$ cat src/rtl/count_dir_decoder.sv
// ---------------------------------------------------------------------------
// count_dir_decoder
//
// Purpose:
//   Watches a free-running 3-bit up/down counter and works out which way it
//   is counting. Each qualified sample is compared with the previous one:
//     - a difference of +1 (mod 8) is an up step,
//     - a difference of -1 (mod 8) is a down step,
//     - no difference is a hold,
//     - anything else is a jump (error).
//   The block only reports a direction after LOCK_CNT consecutive steps in
//   the same direction. While locked it keeps a signed position accumulator
//   that follows every step. A jump drops the lock and the block reacquires.
//
// Parameters:
//   LOCK_CNT   number of consecutive same-direction steps needed to lock
//              (legal range 1..7)
//   POS_W      width of the two's-complement position accumulator
//
// Ports:
//   clk        single clock, rising edge
//   rst        synchronous active-high reset
//   count_in   observed counter value (3 bits)
//   sample_en  qualifies count_in on this cycle
//   pos_clr    synchronous clear of pos (wins over a coincident step)
//   dir_out    recovered direction, 1 = up, 0 = down
//   dir_valid  high while locked
//   step       one-cycle pulse per accepted step
//   err        one-cycle pulse per detected jump
//   pos        signed position, wraps modulo 2^POS_W
//   err_cnt    saturating count of jumps (stops at 15)
//
// All outputs are registered; a sample shows its effect one clock later.
// ---------------------------------------------------------------------------
module count_dir_decoder #(
  parameter int LOCK_CNT = 2,
  parameter int POS_W    = 8
) (
  input  logic             clk,
  input  logic             rst,
  input  logic [2:0]       count_in,
  input  logic             sample_en,
  input  logic             pos_clr,
  output logic             dir_out,
  output logic             dir_valid,
  output logic             step,
  output logic             err,
  output logic [POS_W-1:0] pos,
  output logic [3:0]       err_cnt
);

  typedef enum logic [1:0] {
    IDLE   = 2'd0,
    ACQ    = 2'd1,
    LOCKED = 2'd2
  } state_t;

  // The run counter never has to hold more than LOCK_CNT, which is at most 7.
  localparam logic [2:0] LockCntL = 3'(LOCK_CNT);

  state_t           r_state;
  logic [2:0]       r_prev;
  logic [2:0]       r_runCnt;
  logic             r_runDir;

  logic [2:0]       w_delta;
  logic             w_isHold;
  logic             w_isUp;
  logic             w_isDown;
  logic             w_isStep;
  logic             w_isJump;
  logic             w_stepDir;
  logic [2:0]       w_acqRunCnt;
  logic             w_acqLock;
  logic [POS_W-1:0] w_posStep;
  logic [3:0]       w_errCntInc;

  // Classify the current sample against the previous one. The 3-bit
  // subtraction wraps naturally, so 7->0 reads as +1 and 0->7 as -1.
  // Also precompute what the run counter becomes if this sample is a step
  // while acquiring: a step in the same direction (or the first step of a
  // run) extends the run, a reversal starts a new run of length one.
  always_comb begin
    w_delta     = count_in - r_prev;
    w_isHold    = (w_delta == 3'd0);
    w_isUp      = (w_delta == 3'd1);
    w_isDown    = (w_delta == 3'd7);
    w_isStep    = w_isUp | w_isDown;
    w_isJump    = ~(w_isHold | w_isStep);
    w_stepDir   = w_isUp;

    if ((r_runCnt == 3'd0) || (w_stepDir == r_runDir)) begin
      w_acqRunCnt = r_runCnt + 3'd1;
    end else begin
      w_acqRunCnt = 3'd1;
    end
    w_acqLock   = w_isStep && (w_acqRunCnt == LockCntL);

    if (w_stepDir) begin
      w_posStep = pos + POS_W'(1);
    end else begin
      w_posStep = pos - POS_W'(1);
    end

    if (err_cnt == 4'd15) begin
      w_errCntInc = err_cnt;
    end else begin
      w_errCntInc = err_cnt + 4'd1;
    end
  end

  // Main state machine with all outputs registered. step and err are
  // pulses, so they default low every cycle and are only raised by the
  // sample that causes them. pos_clr is applied after the state machine so
  // that it overrides any position update made by a coincident step.
  always_ff @(posedge clk) begin
    if (rst) begin
      r_state   <= IDLE;
      r_prev    <= 3'd0;
      r_runCnt  <= 3'd0;
      r_runDir  <= 1'b0;
      dir_out   <= 1'b0;
      dir_valid <= 1'b0;
      step      <= 1'b0;
      err       <= 1'b0;
      pos       <= '0;
      err_cnt   <= 4'd0;
    end else begin
      step <= 1'b0;
      err  <= 1'b0;

      if (sample_en) begin
        case (r_state)
          IDLE: begin
            r_prev   <= count_in;
            r_runCnt <= 3'd0;
            r_state  <= ACQ;
          end

          ACQ: begin
            r_prev <= count_in;
            if (w_isJump) begin
              err      <= 1'b1;
              err_cnt  <= w_errCntInc;
              r_runCnt <= 3'd0;
            end else if (w_isStep) begin
              r_runCnt <= w_acqRunCnt;
              r_runDir <= w_stepDir;
              // The step that completes the run is reported as a real step
              // and already moves the position.
              if (w_acqLock) begin
                r_state   <= LOCKED;
                dir_valid <= 1'b1;
                dir_out   <= w_stepDir;
                step      <= 1'b1;
                pos       <= w_posStep;
              end
            end
          end

          LOCKED: begin
            r_prev <= count_in;
            if (w_isJump) begin
              err       <= 1'b1;
              err_cnt   <= w_errCntInc;
              dir_valid <= 1'b0;
              r_runCnt  <= 3'd0;
              r_state   <= ACQ;
            end else if (w_isStep) begin
              // A reversal while locked just flips the direction.
              step     <= 1'b1;
              dir_out  <= w_stepDir;
              r_runDir <= w_stepDir;
              pos      <= w_posStep;
            end
          end

          default: begin
            r_state <= IDLE;
          end
        endcase
      end

      if (pos_clr) begin
        pos <= '0;
      end
    end
  end

endmodule

$ cat config.mk
export PLATFORM = sky130hd
export DESIGN_NAME = count_dir_decoder
export DESIGN_NICKNAME = d
export VERILOG_FILES = /design/src/rtl/count_dir_decoder.sv
export SDC_FILE = /design/constraint.sdc
export NUM_CORES = 1
export LEC_CHECK = 0
export ABC_AREA = 1
export CORE_MARGIN = 3
export CORE_UTILIZATION = 54
export DETAILED_ROUTE_END_ITERATION = 8
export PLACE_DENSITY = 0.79
export SYNTH_ARGS = -nofsm -noshare
export SYNTH_HDL_FRONTEND = slang
export SYNTH_SLANG_ARGS = --single-unit
$ cat constraint.sdc
create_clock -name clk -period 3.85 [get_ports clk]
set_clock_uncertainty 0.05 [all_clocks]
set_input_delay 0.77 -clock clk [delete_from_list [all_inputs] [get_ports clk]]
set_output_delay 0.77 -clock clk [all_outputs]
set_load 0.01 [all_outputs]
* Yosys cells after proc, flatten, opt, wreduce, memory -nomap -nowiden *
Index checks and enable logic that the tools add are counted.

word-level totals
  latch bits = 0
  memories kept = 0
  bits in read-only memories = 0
  output and inout bits = 16
  bits of input ports = 7
  bits in writable memories = 0
  register bits = 25

cells by class
  shifts and indexed selects = 0
  multipliers = 0
  bitwise logic cells = 6
  div/mod/pow operators = 0
  $add $sub $neg = 5
  order comparisons = 0
  equality and inequality tests = 14
  reductions and logical operators = 19
  multiplexer cells = 35

operators with widths
  operator                                           count
  two-way mux 8 bit                                  6
  case mux 8 bit (2 select lines)                    1
  two-way mux 1 bit                                  15
  two-way mux 3 bit                                  4
  inequality test 2 bit (second input constant)      6
  AND reduction 4 bit                                3
  case mux 3 bit (3 select lines)                    1
  adder 8 x 1 -> 8 bit (second input constant)       1
  two-way mux 2 bit                                  4
  subtractor 8 x 1 -> 8 bit (second input constant)  1
  AND reduction 7 bit                                1
  zero test 3 bit                                    2
  case mux 1 bit (2 select lines)                    3
  case mux 2 bit (3 select lines)                    1
  AND reduction 6 bit                                1
  OR reduction 2 bit                                 3
  OR reduction 3 bit                                 2
  AND reduction 5 bit                                1
  adder 4 x 1 -> 4 bit (second input constant)       1
  == test 4 bit (second input constant)              1
  inverter 1 bit                                     4
  adder 3 x 1 -> 3 bit (second input constant)       1
  == test 3 x 1 -> 1 bit (second input constant)     1
  == test 3 x 2 -> 1 bit (second input constant)     1
  other kinds (13)                                   14

* Depth between registers and ports, before layout *
Gate-level depths: netlist of run 1.

  depth in word-level cells = 11
  mapped depth = 19

* Worst setup path before layout of run 1 *
Ideal clock, no wire load.

  kind = input to register
  from = input port count_in[0]
  to = register pos[6]
  path buffers = 0
  slack = 0.622 ns
  setup time = 0.115 ns
  required time = 3.685 ns
  data arrival time = 3.063 ns
  stages on the path = 16
  cells stage by stage = inv_1 > ha_1 > fa_1 > inv_1 > nor2_1 > nand2_4 > ha_1 > a21oi_1 > nand2_1 > nand2_1 > nand2_1 > a21oi_1 > xor2_1 > nand3_1 > nand2_1 > nor2_1

on the way
  cells in the longest elaborated chain, start to end = 9
  elaborated cells on any way between the ends = 24

ends and longest elaborated chain
  item                             line  RTL
  from (decl)                      41    input logic [2:0] count_in,
  subtractor 3 bit (*)             84    w_delta = count_in - r_prev;
  == test 3 x 1 -> 1 bit           86    w_isUp = (w_delta == 3'd1);
  == test 1 bit                    92    if ((r_runCnt == 3'd0) || (w_stepDir == r_runDir)) begin
  logical OR 1 bit                 92
  two-way mux 3 bit                92
  == test 3 x 2 -> 1 bit           97    w_acqLock = w_isStep && (w_acqRunCnt == LockCntL);
  logical AND 1 bit                97
  inequality test 2 bit (no line)  --
  AND reduction 7 bit (no line)    --
  to (signal assigned)             156   pos <= w_posStep;
  to (signal assigned)             174   pos <= w_posStep;
  to (decl)                        48    output logic [POS_W-1:0] pos,

Every way passes the cells marked *; elsewhere a longest branch is shown, timed or not. The select of a mux whose other input is x is not followed.
A chain may end at the register's enable or synchronous reset.

* Worst setup path in the final report of run 1 *
Same ends and word-level chain as after synthesis.

==> run summary, run 1 <==
DP Area -> 1860 um2
post-route setup TNS -> 0 ns
LEAKAGE -> 0.829 nW
Clk pin slew, worst setup/hold paths -> 0.15 ns
min-delay worst type -> reg -> reg
time the worst path needs with I/O delays and setup -> 3.57 ns
worst slew pin tran -> 0.432 ns
Tot GR Track Use -> 0.196
Worst path most repeated cell -> nand2_1
final setup fails -> 0
CTS sink cnt -> 25
largest net degree at the start of global routing -> 23
metal2 WL -> 1520 um
core area -> 2810 um2
H-tree depth -> 1
width of the chip -> 60.9 um
antenna viol nets, final -> 0
design area -> 1890 um2
gpl congestion -> 0.830
met3 WL -> 115 um
total power -> 640 uW
filler instances -> 254
worst-path fanout max -> 10
gr ovfl total -> 0
crit path cell chain -> clkdlybuf4s50_1 > inv_1 > ha_1 > fa_1 > inv_1 > nor2_1 > nand2_4 > ha_1 > a21oi_1 > nand2_1 > nand2_1 > nand2_1 > a21oi_1 > xor2_1 > nand3_1 > nand2_1 > nor2_1
CP max-delay cell -> fa_1
n_diodes -> 0
nets@finish -> 267
Yosys reg bits -> 25
mapped cell area -> 1630 um2
Crit Path Class -> in -> reg
Starting Density -> 0.580
DR WL/cell -> 11.7 um
WL final -> 3200 um
vias in the first global route -> 1,312
die height -> 60.9 um
first-pass GRT wire length -> 5580 um
leading cell types in the layout, fill and taps excluded -> nand2_1, inv_1, a21oi_1, dfxtp_1
Max Cap Viol -> 0
Syn Area/Cell -> 7.39 um2
Worst VDD drop -> 0.177 mV
synth top area cells -> dfxtp_1, ha_1, nand2_1
relative slew slack -> 0.711
Vias -> 1,474
share of cells above drive strength 1 -> 0.0782
Via density -> 5.38
DP HPWL -> 2430 um
CTS max path bufs -> 2
Final Max Tran Viols -> 0
port buffer count -> 22
drt drc -> 0
Final Cycle Share -> 0.927
CTS tree -> yes
CP endpoint kind -> flip-flop
Post-CTS Hold Buffers -> 0
f_max -> 280 MHz
Worst EP required -> 4.04 ns
Final Util -> 0.674
# resized after CTS -> 0
status -> complete, no violations
initial antenna violation count -> 0
Yosys Warn Count -> 0
PwrDens -> 339 nW/um2
DIE AREA -> 3710 um2
Synth top area share -> 0.308
Post-Syn Instances -> 220
synth unique cells -> 28
most common cell after layout, fill and taps aside -> nand2_1
Startpoint Class -> input port
RSZ-0062 raised after global routing -> false
CP arrival -> 3.76 ns
clk_lat worst skew -> 0.33 ns
top sig layer -> met4
first-pass iteration count of the detailed router -> 4
total CTS buffers -> 3
Area Overhead vs Synth -> 16.2%
Critical Path Max Stage Delay -> 0.54 ns
Rows -> 19
Placed Instances -> 270
Cell Count, Final, Fillers Out -> 274
sequential area share after synthesis -> 0.308
final hold violations -> 0
DR iter-0 viols -> 73
I/O pin count -> 23
Metal-1 WL -> 1520 um
Setup Fix Bufs, Post-CTS -> 0
Synthesized Nets -> 243
Root Buffer Master -> clkbuf_4
Yosys top cell by area -> dfxtp_1
cell type report:
class                      count  area (um2)  area share
clock buffer                   3        22.5      0.0119
clock inverter                 1        7.51     0.00397
inverter                      28         105      0.0556
multi-input combinational    163         987       0.523
sequential                    25         500       0.265
tap                           31        38.8      0.0205
timing repair buffer          23         228       0.121
critical path, delay by kind of cell:
family	cells	cell delay [ns]
AO/OA/AOI/OAI	2	0.38
buffers and inverters	3	0.58
AND/OR/NAND/NOR	8	0.76
XOR/XNOR	1	0.16
adder cells (fa/ha/maj)	3	1.12
cells by family after synthesis:
family	synth area share
compound gates	0.142
xor+xnor	0.0323
fa+ha+maj	0.132
buf+inv	0.0854
flops	0.308
simple gates	0.300
layer usage:
layer	vias to the layer above	GRT usage
met5	-	0
met4	0	0.0588
li1	762	-
met1	673	0.257
met2	33	0.333
met3	6	0.0277
Yosys cell counts (all sizes together):
cell type and instances:
clkbuf 1, and3 1, dfxtp 25, xnor2 2
xor2 4, a21oi 28, a31oi 1, fa 2
o21ai 12, inv 28, nand4 1, nor3 1
nand3 25, o21a 1, nor2 24, or2 1
o22ai 1, buf 3, nand2 45, ha 14
power breakdown:
group | leakage (nW) | switching (mW) | internal, mW
clock | 0.0139 | 0.0844 | 0.0397
sequential | 0.204 | 0.0152 | 0.276
combinational | 0.611 | 0.134 | 0.0897
state kept, by name, indices dropped and copies added (netlist names):
| register | flops |
|---|---|
| dir_out | 1 |
| step | 1 |
| pos | 8 |
| r_prev | 3 |
| r_runDir | 1 |
| r_runCnt | 3 |
| r_state | 2 |
| err_cnt | 4 |
| err | 1 |
| dir_valid | 1 |
final timing paths:
path / startpoint / end / slack [ns] / cells after the start
setup / recovery: count_in[0] / pos[6] / 0.28 / 17
hold reg to reg: r_runCnt[1] / r_runCnt[1] / 0.44 / 2
hold / removal: r_runCnt[1] / r_runCnt[1] / 0.44 / 2
setup reg to reg: r_prev[0] / pos[6] / 0.94 / 15
metrics by stage:
step | hold slack, ns | setup WS (ns)
floorplan | 0.401 | 0.622
global placement | 0.407 | 0.112
detailed placement | 0.417 | -0.0286
CTS | 0.446 | 0.316
global route | 0.466 | 0.0684
finish | 0.439 | 0.282
(Power assumes the default switching activity.)
==> inputs of run 2 (changes only) <==
- ABC_AREA: 1 -> default
==> run summary, run 2 <==
status -> complete, no violations
Min Hold Slack -> 0.471 ns (+0.0324 ns)
CTS tree -> yes
reg2reg start -> r_prev[0]
PwrDens -> 284 nW/um2 (-16%)
Yosys reg bits -> 25 (unchanged)
WL final -> 3730 um (+17%)
synth cell count leaders -> dfxtp_1, nor2_1, ha_1, inv_1, mux2i_1
Post-CTS Hold Buffers -> 0 (unchanged)
I/O pin count -> 23 (unchanged)
n_diodes -> 0 (unchanged)
f_max -> 268 MHz (-4.3%)
worst-path fanout max -> 5 (-5)
Yosys top cell by area -> dfxtp_1
DP Area -> 1990 um2 (+7.2%)
register share of total power -> 0.461 (+0.005)
Synthesized Nets -> 202 (-17%)
Post-synth EDFFs -> 0 (unchanged)
DP HPWL -> 2860 um (+17%)
first-pass GRT wire length -> 6090 um (+9.1%)
synth top area cells -> dfxtp_1, ha_1, mux2i_1
reg2reg setup slack -> 0.55 ns (-0.39 ns)
design area -> 2100 um2 (+11%)
relative slew slack -> 0.556 (-0.155)
drt drc -> 0 (unchanged)
die height -> 60.2 um (-1.2%)
antenna viol nets, final -> 0 (unchanged)
Synth top area share -> 0.316 (+0.00801)
largest net degree at the start of global routing -> 19 (-17%)
Final Max Tran Viols -> 0 (unchanged)
final hold violations -> 0 (unchanged)
final setup fails -> 0 (unchanged)
Syn Area/Cell -> 8.86 um2 (+20%)
max reg flops -> 8 (unchanged)
Tot GR Track Use -> 0.222 (+0.0264)
clock network fraction of total power -> 0.208 (+0.014)
Internal Power -> 408 uW (+0.60%)
vias in the first global route -> 1,416 (+7.9%)
Final Util -> 0.753 (+0.0800)
CTS max path bufs -> 2 (unchanged)
Synth async-reset ratio -> 0 (unchanged)
R2R depth -> 12 (-3)
sequential area share after synthesis -> 0.316 (+0.00801)
Rows -> 19 (unchanged)
initial antenna violation count -> 0 (unchanged)
filler instances -> 190 (-25%)
H-tree depth -> 1 (unchanged)
total power -> 596 uW (-6.9%)
min-delay worst type -> reg -> reg
share of cells above drive strength 1 -> 0.197 (+0.119)
CP max-delay cell -> or4_4
Worst Hold Launch -> dir_out
nets@finish -> 247 (-7.5%)
first-pass iteration count of the detailed router -> 4 (unchanged)
most common cell after layout, fill and taps aside -> dfxtp_1
largest register by flop count -> pos
crit path cell chain -> clkdlybuf4s50_1 > inv_1 > fa_2 > xor3_2 > nor3_4 > inv_2 > ha_4 > or4_4 > o21ai_2 > a31oi_1 > xnor2_1 > or3_1 > a21oi_2
Final Cycle Share -> 0.969 (+0.0418)
prevailing post-synth register cell -> dfxtp_1
Starting Density -> 0.570 (-0.00989)
WHS Endpoint -> dir_out
DR WL/cell -> 14.7 um (+26%)
Clk pin slew, worst setup/hold paths -> 0.15 ns (about the same)
Crit Path Class -> in -> reg
gpl congestion -> 0.806 (-2.8%)
Post-Syn Instances -> 179 (-19%)
Root Buffer Master -> clkbuf_4
WHS Path Cells -> 2 (unchanged)
port buffer count -> 22 (unchanged)
Setup Fix Bufs, Post-CTS -> 0 (unchanged)
CP bufs+invs -> 3 (unchanged)
Psw -> 187 uW (-20%)
RSZ-0062 raised after global routing -> false
mapped cell area -> 1590 um2 (-2.5%)
Yosys Warn Count -> 0 (unchanged)
gr ovfl total -> 0 (unchanged)
Via density -> 5.89 (+9.4%)
Top Family by Delay on Critical Path -> simple AND/OR/NAND/NOR gates
Startpoint Class -> input port
count leader, synth -> dfxtp_1
biggest registers after layout -> pos x8, err_cnt x4
DIE AREA -> 3620 um2 (-2.3%)
Sw Share -> 0.315 (-0.0509)
Critical Path Max Stage Delay -> 0.51 ns (-0.03 ns)
Vias -> 1,495 (+1.4%)
LEAKAGE -> 0.878 nW (+5.9%)
# resized after CTS -> 0 (unchanged)
CTS sink cnt -> 25 (unchanged)
core area -> 2780 um2 (-0.85%)
post-route setup TNS -> 0 ns (unchanged)
total CTS buffers -> 3 (unchanged)
Max Cap Viol -> 0 (unchanged)
Worst VDD drop -> 0.227 mV (+28%)
DR iter-0 viols -> 65 (-11%)
worst slew pin tran -> 0.664 ns (+0.232 ns)
width of the chip -> 60.2 um (-1.2%)
Logic pwr share -> 0.331 (-0.019)
clk_lat worst skew -> 0.33 ns (about the same)
leading cell types in the layout, fill and taps excluded -> dfxtp_1, nor2_1, clkdlybuf4s50_1, buf_4, inv_1
CP endpoint kind -> flip-flop
synth unique cells -> 47 (+68%)
CP arrival -> 3.96 ns (+0.20 ns)
Crit Reg-Reg Endpoint -> pos[7]
Area Overhead vs Synth -> 32.2%
Worst EP required -> 4.08 ns (+0.04 ns)
time the worst path needs with I/O delays and setup -> 3.73 ns (+0.161 ns)
## run 2: per-stage QoR
step / setup slack, ns / std cells
after floorplan: 0.0984 / 179
after global placement: -0.134 / 250
after detailed placement: -0.276 / 250
after CTS: 0.0705 / 254
after global routing: 0.0344 / 254
final: 0.121 / 254
## run 2: metal layers
| layer | GRT usage | part of all wire |
|---|---|---|
| met5 | 0 | 0 |
| met1 | 0.268 | 0.46 |
| met4 | 0.104 | 0.022 |
| met3 | 0.0389 | 0.043 |
| met2 | 0.378 | 0.47 |
## run 2: cell type report
class                      instances  area, um2  area share
sequential                        25        500       0.239
clock buffer                       3       22.5      0.0107
clock inverter                     1       5.00     0.00239
multi-input combinational        137       1090       0.519
timing repair buffer              44        392       0.187
inverter                          13       48.8      0.0233
tap                               31       38.8      0.0185
## run 2: kinds of logic after synthesis
| family | share of synthesized area |
|---|---|
| buf+inv | 0.0410 |
| fa+ha+maj | 0.136 |
| simple gates | 0.185 |
| flops | 0.316 |
| mux | 0.0789 |
| compound gates | 0.167 |
| xor+xnor | 0.0766 |
## run 2: how the worst max path moves through the flow
stage | from | to | cells past startpoint
2_1_floorplan | count_in[0] | pos[7] | 13
3_3_place_gp | count_in[0] | pos[7] | 14
3_5_place_dp | count_in[0] | pos[7] | 14
4_1_cts | count_in[0] | pos[7] | 14
5_1_grt | count_in[1] | pos[7] | 13
6_report | count_in[1] | pos[7] | 13
## run 2: power by group through the flow
stage | sequential (mW) | clock (mW) | combinational, mW
6_report | 0.275 | 0.124 | 0.197
5_1_grt | 0.276 | 0.146 | 0.213
4_1_cts | 0.274 | 0.126 | 0.180
3_5_place_dp | 0.280 | 0 | 0.179
3_3_place_gp | 0.279 | 0 | 0.170
2_1_floorplan | 0.280 | 0 | 0.108
## run 2: worst reg2reg max path: cells and delay by family (launching register included)
kind,cells,cell delay [ns]
compound gates,3,0.25
xor+xnor,2,0.57
fa+ha+maj,3,0.84
buf+inv,1,0.11
flops,1,0.34
simple gates,3,1.10
==> inputs of run 3 (changes only) <==
--- a/config.mk
+++ b/config.mk
@@ -6,8 +6,10 @@
 export NUM_CORES = 1
 export LEC_CHECK = 0
+export CELL_PAD_IN_SITES_DETAIL_PLACEMENT = 0
+export CELL_PAD_IN_SITES_GLOBAL_PLACEMENT = 1
 export CORE_MARGIN = 3
-export CORE_UTILIZATION = 54
+export CORE_UTILIZATION = 41
 export DETAILED_ROUTE_END_ITERATION = 8
-export PLACE_DENSITY = 0.79
+export PLACE_DENSITY_LB_ADDON = 0.1
 export SYNTH_ARGS = -nofsm -noshare
 export SYNTH_HDL_FRONTEND = slang
--- a/constraint.sdc
+++ b/constraint.sdc
@@ -3,3 +3,3 @@
 set_input_delay 0.77 -clock clk [delete_from_list [all_inputs] [get_ports clk]]
 set_output_delay 0.77 -clock clk [all_outputs]
-set_load 0.01 [all_outputs]
+set_load 0.1 [all_outputs]
==> run summary, run 3 (same netlist as run 2, synthesis figures left out) <==
status -> complete, no violations
Via density -> 5.41 (-8.2%)
clock network fraction of total power -> 0.248 (+0.040)
Root Buffer Master -> clkbuf_8
WHS Path Cells -> 2 (unchanged)
CP endpoint kind -> flip-flop
I/O pin count -> 23 (unchanged)
Crit Reg-Reg Endpoint -> pos[7]
LEAKAGE -> 0.883 nW (+0.58%)
nets@finish -> 249 (+0.81%)
width of the chip -> 68.2 um (+13%)
min-delay worst type -> reg -> reg
CTS max path bufs -> 2 (unchanged)
Rows -> 21 (+2)
share of cells above drive strength 1 -> 0.178 (-0.0195)
CTS sink cnt -> 25 (unchanged)
RSZ-0062 raised after global routing -> false
relative slew slack -> 0.339 (-0.217)
total CTS buffers -> 3 (unchanged)
largest net degree at the start of global routing -> 19 (unchanged)
WL final -> 3770 um (+1.0%)
CP max-delay cell -> or4_1
Max Cap Viol -> 0 (unchanged)
post-route setup TNS -> 0 ns (unchanged)
die height -> 68.2 um (+13%)
PwrDens -> 309 nW/um2 (+8.9%)
f_max -> 272 MHz (+1.3%)
reg2reg start -> r_prev[0]
Worst VDD drop -> 0.190 mV (-16%)
register share of total power -> 0.421 (-0.040)
time the worst path needs with I/O delays and setup -> 3.68 ns (-0.0483 ns)
core area -> 3520 um2 (+27%)
drt drc -> 0 (unchanged)
Area Overhead vs Synth -> 32.6%
DR iter-0 viols -> 144 (+120%)
first-pass iteration count of the detailed router -> 4 (unchanged)
multi-input logic area -> 1050 um2 (-3.9%)
DP HPWL -> 2860 um (+0.14%)
total power -> 650 uW (+9.2%)
Crit Path Class -> in -> reg
initial antenna violation count -> 0 (unchanged)
Worst Hold Launch -> pos[6]
Cell Count, Final, Fillers Out -> 271 (+6.7%)
filler instances -> 339 (+78%)
crit path cell chain -> clkdlybuf4s50_1 > inv_1 > fa_2 > xor3_2 > nor3_4 > inv_2 > buf_6 > ha_2 > or4_1 > o21ai_1 > a31oi_1 > xnor2_1 > or3_1 > a21oi_1
Startpoint Class -> input port
final setup fails -> 0 (unchanged)
Internal Power -> 436 uW (+6.8%)
biggest registers after layout -> pos x8, err_cnt x4
gpl congestion -> 0.932 (+16%)
Starting Density -> 0.450 (-0.120)
DR WL/cell -> 13.9 um (-5.3%)
gr ovfl total -> 0 (unchanged)
WHS Endpoint -> pos[6]
reg2reg setup slack -> 0.66 ns (+0.11 ns)
Placed Instances -> 265 (+6.0%)
Vias -> 1,465 (-2.0%)
Tot GR Track Use -> 0.182 (-0.0399)
n_diodes -> 0 (unchanged)
Sw Share -> 0.330 (+0.0149)
worst slew pin tran -> 0.988 ns (+0.324 ns)
H-tree depth -> 1 (unchanged)
largest register by flop count -> pos
Critical Path Max Stage Delay -> 0.55 ns (+0.04 ns)
FF/Latch Area -> 500 um2 (unchanged)
R2R depth -> 13 (+1)
worst-path fanout max -> 6 (+1)
final hold violations -> 0 (unchanged)
Clk pin slew, worst setup/hold paths -> 0.09 ns (-0.06 ns)
design area -> 2100 um2 (+0.30%)
Post-CTS Hold Buffers -> 0 (unchanged)
vias in the first global route -> 1,472 (+4.0%)
DIE AREA -> 4650 um2 (+28%)
Logic pwr share -> 0.331 (about the same)
max reg flops -> 8 (unchanged)
clk_lat worst skew -> 0.28 ns (-0.05 ns)
port buffer count -> 22 (unchanged)
most common cell after layout, fill and taps aside -> dfxtp_1
Final Max Tran Viols -> 0 (unchanged)
Worst EP required -> 4.02 ns (-0.06 ns)
Psw -> 214 uW (+14%)
first-pass GRT wire length -> 6470 um (+6.2%)
DP Area -> 2010 um2 (+0.94%)
Final Cycle Share -> 0.956 (-0.0125)
CP arrival -> 3.85 ns (-0.11 ns)
CTS tree -> yes
antenna viol nets, final -> 0 (unchanged)
leading cell types in the layout, fill and taps excluded -> dfxtp_1, nor2_1, buf_4, clkdlybuf4s50_1, inv_1
run 3: layout make-up:
cell class	instances	area share
well taps	46	0.0274
repair buffers	46	0.192
multi-input cells	137	0.498
inverters	13	0.0232
flip-flops and latches	25	0.238
clock buffers	3	0.0196
clock inverters	1	0.00238
run 3: worst max-delay path by stage:
stage | startpoint | to | slack (ns) | cells after the start
final | count_in[1] | pos[7] | 0.17 | 14
after global routing | count_in[1] | pos[7] | 0.07 | 14
after CTS | count_in[1] | pos[7] | 0.07 | 14
after detailed placement | count_in[0] | pos[7] | -0.34 | 14
after global placement | count_in[0] | pos[7] | -0.21 | 15
after floorplan | count_in[0] | pos[7] | 0.1 | 13
run 3: what timing repair did:
action	4_1_cts	5_1_grt
setup endpoints to repair	1	2
buffers inserted	2	0
pin swaps	6	1
resized for setup	9	0
run 3: per-layer routing:
metal | track usage | up-vias | routed length (um)
met3 | 0.0493 | 4 | 225
met1 | 0.220 | 688 | 1740
met2 | 0.314 | 47 | 1770
li1 | - | 726 | -
met5 | 0 | - | 0
met4 | 0.0546 | 0 | 34
run 3: per-stage QoR:
| stage | setup WS (ns) | util | hold slack [ns] |
|---|---|---|---|
| final | 0.169 | 0.597 | 0.455 |
| after global placement | -0.211 | 0.571 | 0.428 |
| after floorplan | 0.0977 | - | 0.415 |
| after CTS | 0.0652 | 0.597 | 0.458 |
| after detailed placement | -0.338 | 0.571 | 0.439 |
| after global routing | 0.0685 | 0.597 | 0.484 |
run 3: power groups by stage:
stage	sequential (mW)	clock [mW]	combinational, mW
2_1_floorplan	0.307	0	0.108
3_3_place_gp	0.279	0	0.198
3_5_place_dp	0.280	0	0.201
4_1_cts	0.274	0.169	0.213
5_1_grt	0.275	0.176	0.234
6_report	0.274	0.161	0.215
run 3: worst max-delay path: cells and delay by family:
family,cells,cell delay (ns)
fa+ha+maj,2,0.51
simple gates,3,1.05
buf+inv,4,0.77
compound gates,3,0.32
xor+xnor,2,0.43
